==> src/rtl/mem_arbiter.sv <==
// rtl/mem_arbiter.sv - two-port round-robin arbiter in front of a single-outstanding memory read port
//
// Purpose:
//   Two requesters share one memory read channel. One transaction is in flight
//   at a time: IDLE (arbitrate) -> ISSUE (present request) -> WAIT (collect
//   memory data) -> RESP (hand data back to the granted requester).
//
// Ports:
//   clk, rst                      clock, asynchronous active-low reset
//   rN_req_valid_i/rN_req_ready_o requester N request handshake
//   rN_addr_i                     requester N read address
//   rN_resp_valid_o/rN_resp_ready_i requester N response handshake
//   rN_data_o                     response data (shared data register)
//   mem_req_valid_o/mem_req_ready_i memory request handshake
//   mem_addr_o                    latched request address
//   mem_resp_valid_i/mem_resp_ready_o memory response handshake
//   mem_data_i                    memory read data
//   grant_o                       requester owning the current transaction
//   busy_o                        high whenever not IDLE
module mem_arbiter #(
    parameter int ADDR_W = 32,
    parameter int DATA_W = 32
) (
    input  logic              clk,
    input  logic              rst,

    input  logic              r0_req_valid_i,
    output logic              r0_req_ready_o,
    input  logic [ADDR_W-1:0] r0_addr_i,
    output logic              r0_resp_valid_o,
    input  logic              r0_resp_ready_i,
    output logic [DATA_W-1:0] r0_data_o,

    input  logic              r1_req_valid_i,
    output logic              r1_req_ready_o,
    input  logic [ADDR_W-1:0] r1_addr_i,
    output logic              r1_resp_valid_o,
    input  logic              r1_resp_ready_i,
    output logic [DATA_W-1:0] r1_data_o,

    output logic              mem_req_valid_o,
    input  logic              mem_req_ready_i,
    output logic [ADDR_W-1:0] mem_addr_o,
    input  logic              mem_resp_valid_i,
    output logic              mem_resp_ready_o,
    input  logic [DATA_W-1:0] mem_data_i,

    output logic              grant_o,
    output logic              busy_o
);

    typedef enum logic [1:0] {
        ST_IDLE  = 2'd0,
        ST_ISSUE = 2'd1,
        ST_WAIT  = 2'd2,
        ST_RESP  = 2'd3
    } state_t;

    state_t            state_q, state_d;
    logic              last_grant_q, last_grant_d;
    logic              grant_q, grant_d;
    logic [ADDR_W-1:0] addr_q, addr_d;
    logic [DATA_W-1:0] data_q, data_d;

    logic              any_valid;
    logic              winner;
    logic              granted_resp_ready;

    // Round-robin: a lone requester wins; on a tie the port that did not
    // finish the previous transaction wins.
    always_comb begin
        any_valid = r0_req_valid_i | r1_req_valid_i;
        if (r0_req_valid_i && r1_req_valid_i) begin
            winner = ~last_grant_q;
        end else begin
            winner = r1_req_valid_i & ~r0_req_valid_i;
        end
        granted_resp_ready = grant_q ? r1_resp_ready_i : r0_resp_ready_i;
    end

    always_comb begin
        state_d      = state_q;
        last_grant_d = last_grant_q;
        grant_d      = grant_q;
        addr_d       = addr_q;
        data_d       = data_q;
        case (state_q)
            ST_IDLE: begin
                // The winner's ready is high whenever anyone is valid, so a
                // valid request in IDLE is always a handshake.
                if (any_valid) begin
                    state_d = ST_ISSUE;
                    grant_d = winner;
                    addr_d  = winner ? r1_addr_i : r0_addr_i;
                end
            end
            ST_ISSUE: begin
                if (mem_req_ready_i) begin
                    state_d = ST_WAIT;
                end
            end
            ST_WAIT: begin
                if (mem_resp_valid_i) begin
                    data_d  = mem_data_i;
                    state_d = ST_RESP;
                end
            end
            ST_RESP: begin
                if (granted_resp_ready) begin
                    state_d      = ST_IDLE;
                    last_grant_d = grant_q;
                end
            end
            default: begin
                state_d = ST_IDLE;
            end
        endcase
    end

    always_ff @(posedge clk or negedge rst) begin
        if (!rst) begin
            state_q      <= ST_IDLE;
            last_grant_q <= 1'b1;
            grant_q      <= 1'b0;
            addr_q       <= '0;
            data_q       <= '0;
        end else begin
            state_q      <= state_d;
            last_grant_q <= last_grant_d;
            grant_q      <= grant_d;
            addr_q       <= addr_d;
            data_q       <= data_d;
        end
    end

    // Request readies are combinational from the valids, so they are gated
    // with rst to stay low while reset is held.
    assign r0_req_ready_o   = rst && (state_q == ST_IDLE) && any_valid && !winner;
    assign r1_req_ready_o   = rst && (state_q == ST_IDLE) && any_valid &&  winner;

    assign mem_req_valid_o  = (state_q == ST_ISSUE);
    assign mem_addr_o       = addr_q;
    assign mem_resp_ready_o = (state_q == ST_WAIT);

    assign r0_resp_valid_o  = (state_q == ST_RESP) && !grant_q;
    assign r1_resp_valid_o  = (state_q == ST_RESP) &&  grant_q;
    assign r0_data_o        = data_q;
    assign r1_data_o        = data_q;

    assign grant_o          = grant_q;
    assign busy_o           = (state_q != ST_IDLE);

endmodule

==> config.mk <==
export PLATFORM = sky130hd
export DESIGN_NAME = mem_arbiter
export DESIGN_NICKNAME = d
export VERILOG_FILES = /design/src/rtl/mem_arbiter.sv
export SDC_FILE = /design/constraint.sdc
export NUM_CORES = 1
export LEC_CHECK = 0
export BUFFER_PORTS_ARGS = -buffer_cell sky130_fd_sc_hd__buf_2
export CORE_MARGIN = 1
export CORE_UTILIZATION = 46
export CTS_CLUSTER_SIZE = 12
export DETAILED_ROUTE_END_ITERATION = 8
export GPL_ROUTABILITY_DRIVEN = 0
export HOLD_SLACK_MARGIN = 0.06
export PLACE_DENSITY = 0.86
export SETUP_SLACK_MARGIN = 0.5
export SLEW_MARGIN = 20
export SYNTH_ARGS = -nofsm -noshare
export SYNTH_HDL_FRONTEND = slang
export SYNTH_SLANG_ARGS = --single-unit
==> constraint.sdc <==
create_clock -name clk -period 2.8 [get_ports clk]
set_input_delay 0.28 -clock clk [delete_from_list [all_inputs] [get_ports clk]]
set_output_delay 0.28 -clock clk [all_outputs]
set_load 0.1 [all_outputs]
# Word-level counts from Yosys, hierarchy flattened
# Cells that the tools add are included.
[totals]
register_bits = 68
input_bits = 104
output_inout_bits = 104
wordCells = 39
[classes]
eq_ne = 7
mux = 8
bitwise = 4
reduce_logical = 15
[op_table]
columns = ["operator", "count"]
rows = [
  ["two-way mux 32 bit", 1],
  ["two-way mux 2 bit", 4],
  ["case mux 2 bit (4 select lines)", 1],
  ["logical AND 1 bit", 7],
  ["!= test 2 bit (second input constant)", 3],
  ["AND reduction 2 bit", 3],
  ["equality test 2 bit (second input constant)", 2],
  ["AND reduction 4 bit", 1],
  ["equality test 2 x 1 -> 1 bit (second input constant)", 1],
  ["logical NOT 1 bit", 2],
  ["logical NOT 2 bit", 1],
  ["two-way mux 1 bit", 2],
  ["!= test 2 x 1 -> 1 bit (second input constant)", 1],
  ["inverter 1 bit", 2],
  ["nonzero test 2 bit", 1],
  ["bitwise AND 1 bit", 1],
  ["OR 1 bit", 1],
]

# Depth between registers and ports, before layout
[logic_depth]
depth_word = 5
depth_mapped = 7
depth_no_buf = 5

# Worst setup path before layout
# OpenSTA, ideal clock, no wires.
[synth_path]
kind = "register to output"
from = "register state_q[0]"
to = "output r0_req_ready_o"
t_arrival_ns = 3.361
slack_ns = -0.841
path_stages_with_launch = 7
cell_sequence = "dfrtp_1 -> inv_1 -> ha_1 -> o21ai_1 -> buf_2 -> buf_1 -> nor3b_1"
[synth_between]
elab_chain_cells = 4
[synth_rtl]
columns = ["element", "line", "rtl"]
rows = [
  ["start: declaration", "59", "state_t state_q, state_d;"],
  ["start signal: assignment", "128", "state_q <= state_d;"],
  ["logical NOT 2 bit", "138", "assign r0_req_ready_o = rst && (state_q == ST_IDLE) && any_valid && !winner;"],
  ["logical AND 1 bit (3 in a row)", "138", ""],
  ["end: declaration", "28", "output logic r0_req_ready_o,"],
]
# Every way passes these cells.

# Worst setup path after layout
# Ends and elaborated chain as after synthesis.

==> run metrics <==
CP endpoint kind=primary output; async set-or-reset flop fraction in the synthesized netlist=100%; buffers plus inverters on the worst setup path=2; mux cell area share after synthesis=22.3%; Die X=85.3 µm; final antenna-violating net count=0; EDFF count, synth=0; initial antenna violation count=0; first-pass iteration count of the detailed router=4; initial drt markers=44; Hold/Removal Path Class=input pin to flip-flop; Synth area leaders=dfrtp_1 (53%), mux2_2 (11%), mux2i_1 (11%), buf_4 (8.2%), o21ai_1 (4.1%); simple-gate share of the synthesized area=5.80%; Post-synth top cells=dfrtp_1 (67), buf_4 (35), mux2i_1 (34), nand2_1 (34), mux2_2 (32); largest family of logic cells by synthesized area=multiplexers; H-tree depth=3; max incr delay on CP=0.45 ns; Critical R2R Capture=state_q[1]$_DFFE_PN0P_; die area=0.00728 mm²; Worst Path Max Fanout=4; Clk Latency, worst-skew pair=0.33 ns; Worst EP arrival=1.85 ns; die height=85.3 µm; Mapped Avg Cell Area=11.8 µm²; Wirelength per Cell=14.4 µm; clock buffer depth=2; DP HPWL=5970 µm; Synth Instances=270; syn nets=379; min-delay src=mem_data_i[31]; total clock sinks=68; Synth Area in Compound Gates=6.51%; vias=2556; hold_ws=0.178 ns; setup ws final=0.671 ns; total wire length=7640 µm; pre-CTS setup slack=1.01 ns; Via density=4.82; most used standard cell by instance count after synthesis=dfrtp_1; GRT Total Usage=21.0%; register area share after synthesis=53.4%; Yosys cell types=24; critical path required time=2.52 ns; r2r startpoint=state_q[0]$_DFFE_PN0P_; ys flop type=dfrtp_1; synth warn=0; xor and xnor area share after synthesis=0%; CP max-delay cell=buf_2; TritonCTS Buffers=9; Crit. path cell count=5; outcome=completed; Tcrit/Tclk final=76.0%; Setup-failing EPs final=0; DRC viols=0; Initial Util=48.9%; measured slew at the worst slew-check pin=0.573 ns; CTS tree=yes; Multi-input gate area=0.00120 mm²; FILL cells=528; Critical Path Start=state_q[0]$_DFFE_PN0P_; top-area cell type share of the netlist area=52.5%; max-slew violations=0; Setup crit start kind=flip-flop; vias in the first global route=2538; R2R Setup Slk=1.00 ns; Area Growth Syn to Fin=35.8%; port bufs=207; core box area=0.00653 mm²; WS Path Type=flip-flop to primary output; clock skew=0.00774 ns; clk root buf=clkbuf_8; Final Hold Viols=0; Synth Register Bits=68; layout cells sized above 1=59.2%; synthesized area=0.00319 mm²; Post-Synth Adder-Cell Area=1.96%; Final nets=557; Top delay family on crit path=buffers and inverters; worst setup path end=r0_req_ready_o; TNS Setup=0 ns; Rel. slew slack=61.8%; CTS clk-pin slew, worst paths=0.07 ns; Max Clk Rate=470 MHz; area leader, netlist=dfrtp_1; Overflow after GRT=0; I/O Pins=208; Rows=29; Worst Hold Depth=2; RSZ-0062 raised after global routing=no; worst path cell trace=inv_1 -> ha_1 -> o21ai_4 -> nor3b_4 -> buf_2; worst-case reg-to-reg path depth=5; post-CTS setup buffers=0; register area=0.00170 mm²; largest net degree at the start of global routing=66; diodes inserted=0; first-pass GRT wire length=11900 µm; MaxCap Viol Count=0; fin crit period=2.13 ns
[metal layers]
metal  up-vias  track usage, %  part of all wire, %
li1       1239               -                    -
met5         -               0                    0
met4         0            7.73                  1.8
met1      1164            23.4                   38
met2       139            38.8                   52
met3        14            5.35                  8.1
[cells in the final DEF, fill, tap and decap left out]
cell           count
a2111oi_2          1
nor2_1             2
clkinvlp_4         2
o21ai_1           25
nor3b_1            1
a21boi_4           1
clkbuf_8          11
dlygate4sd3_1      1
nand2_1           34
and2_2             1
mux2i_1           34
and3_1             1
dfrtp_1           67
clkbuf_4           1
buf_4              5
inv_1              3
o21ai_4            1
nor3b_4            1
a21oi_1            2
a22o_2             1
dfstp_2            1
mux2_1             1
ha_1               5
nor2b_1            2
buf_2            206
bufinv_16          2
clkinv_4           1
mux2_2            32
and2b_2            1
o21ai_0            7
[logic make-up (layout without fill, tap and decap cells)]
logic type | Yosys count | count (layout)
AO/OA/AOI/OAI | 38 | 38
adder cells (fa/ha/maj) | 5 | 5
buffers and inverters | 49 | 232
flip-flops | 68 | 68
multiplexers | 67 | 67
AND/OR/NAND/NOR | 43 | 43
[flip-flops by register name, summed over array words and instances, names as in the netlist]
register	cells
state_q	2
grant_o	1
last_grant_q	1
mem_addr_o	32
r0_data_o	32
[per-stage QoR]
step	utilization [%]	area [µm²]	cells
3_3_place_gp	62.5	4090	513
6_report	66.3	4330	530
3_5_place_dp	62.5	4090	513
5_1_grt	66.3	4330	530
2_1_floorplan	-	3200	270
4_1_cts	66.3	4330	530
[final cells by class]
cell class | instances | share of cell area [%]
inverter | 3 | 0.260
clock buffer | 11 | 3.49
multi-input combinational | 153 | 27.7
timing repair buffer | 213 | 25.1
tap | 77 | 2.22
clock inverter | 5 | 1.93
sequential | 68 | 39.3
[how the worst min path moves through the flow]
stage	to	slack, ns
after floorplan	grant_o$_DFFE_PN0P_	-0.02
after global placement	mem_addr_o[29]$_DFFE_PN0P_	0.34
after detailed placement	mem_addr_o[29]$_DFFE_PN0P_	0.35
after CTS	r0_data_o[11]$_DFFE_PN0P_	0.16
after global routing	r0_data_o[11]$_DFFE_PN0P_	0.17
final	r0_data_o[31]$_DFFE_PN0P_	0.18
[repair_timing]
action / CTS / global route
setup endpoints to repair: 0 / 1
hold buffers: 1 / 0
endpoints found under the hold margin: 67 / 0
gates resized for setup: 0 / 1
Power is left out: the tool's default activity adds up to more than one toggle a clock period on the data nets, which glitch-free logic cannot reach.
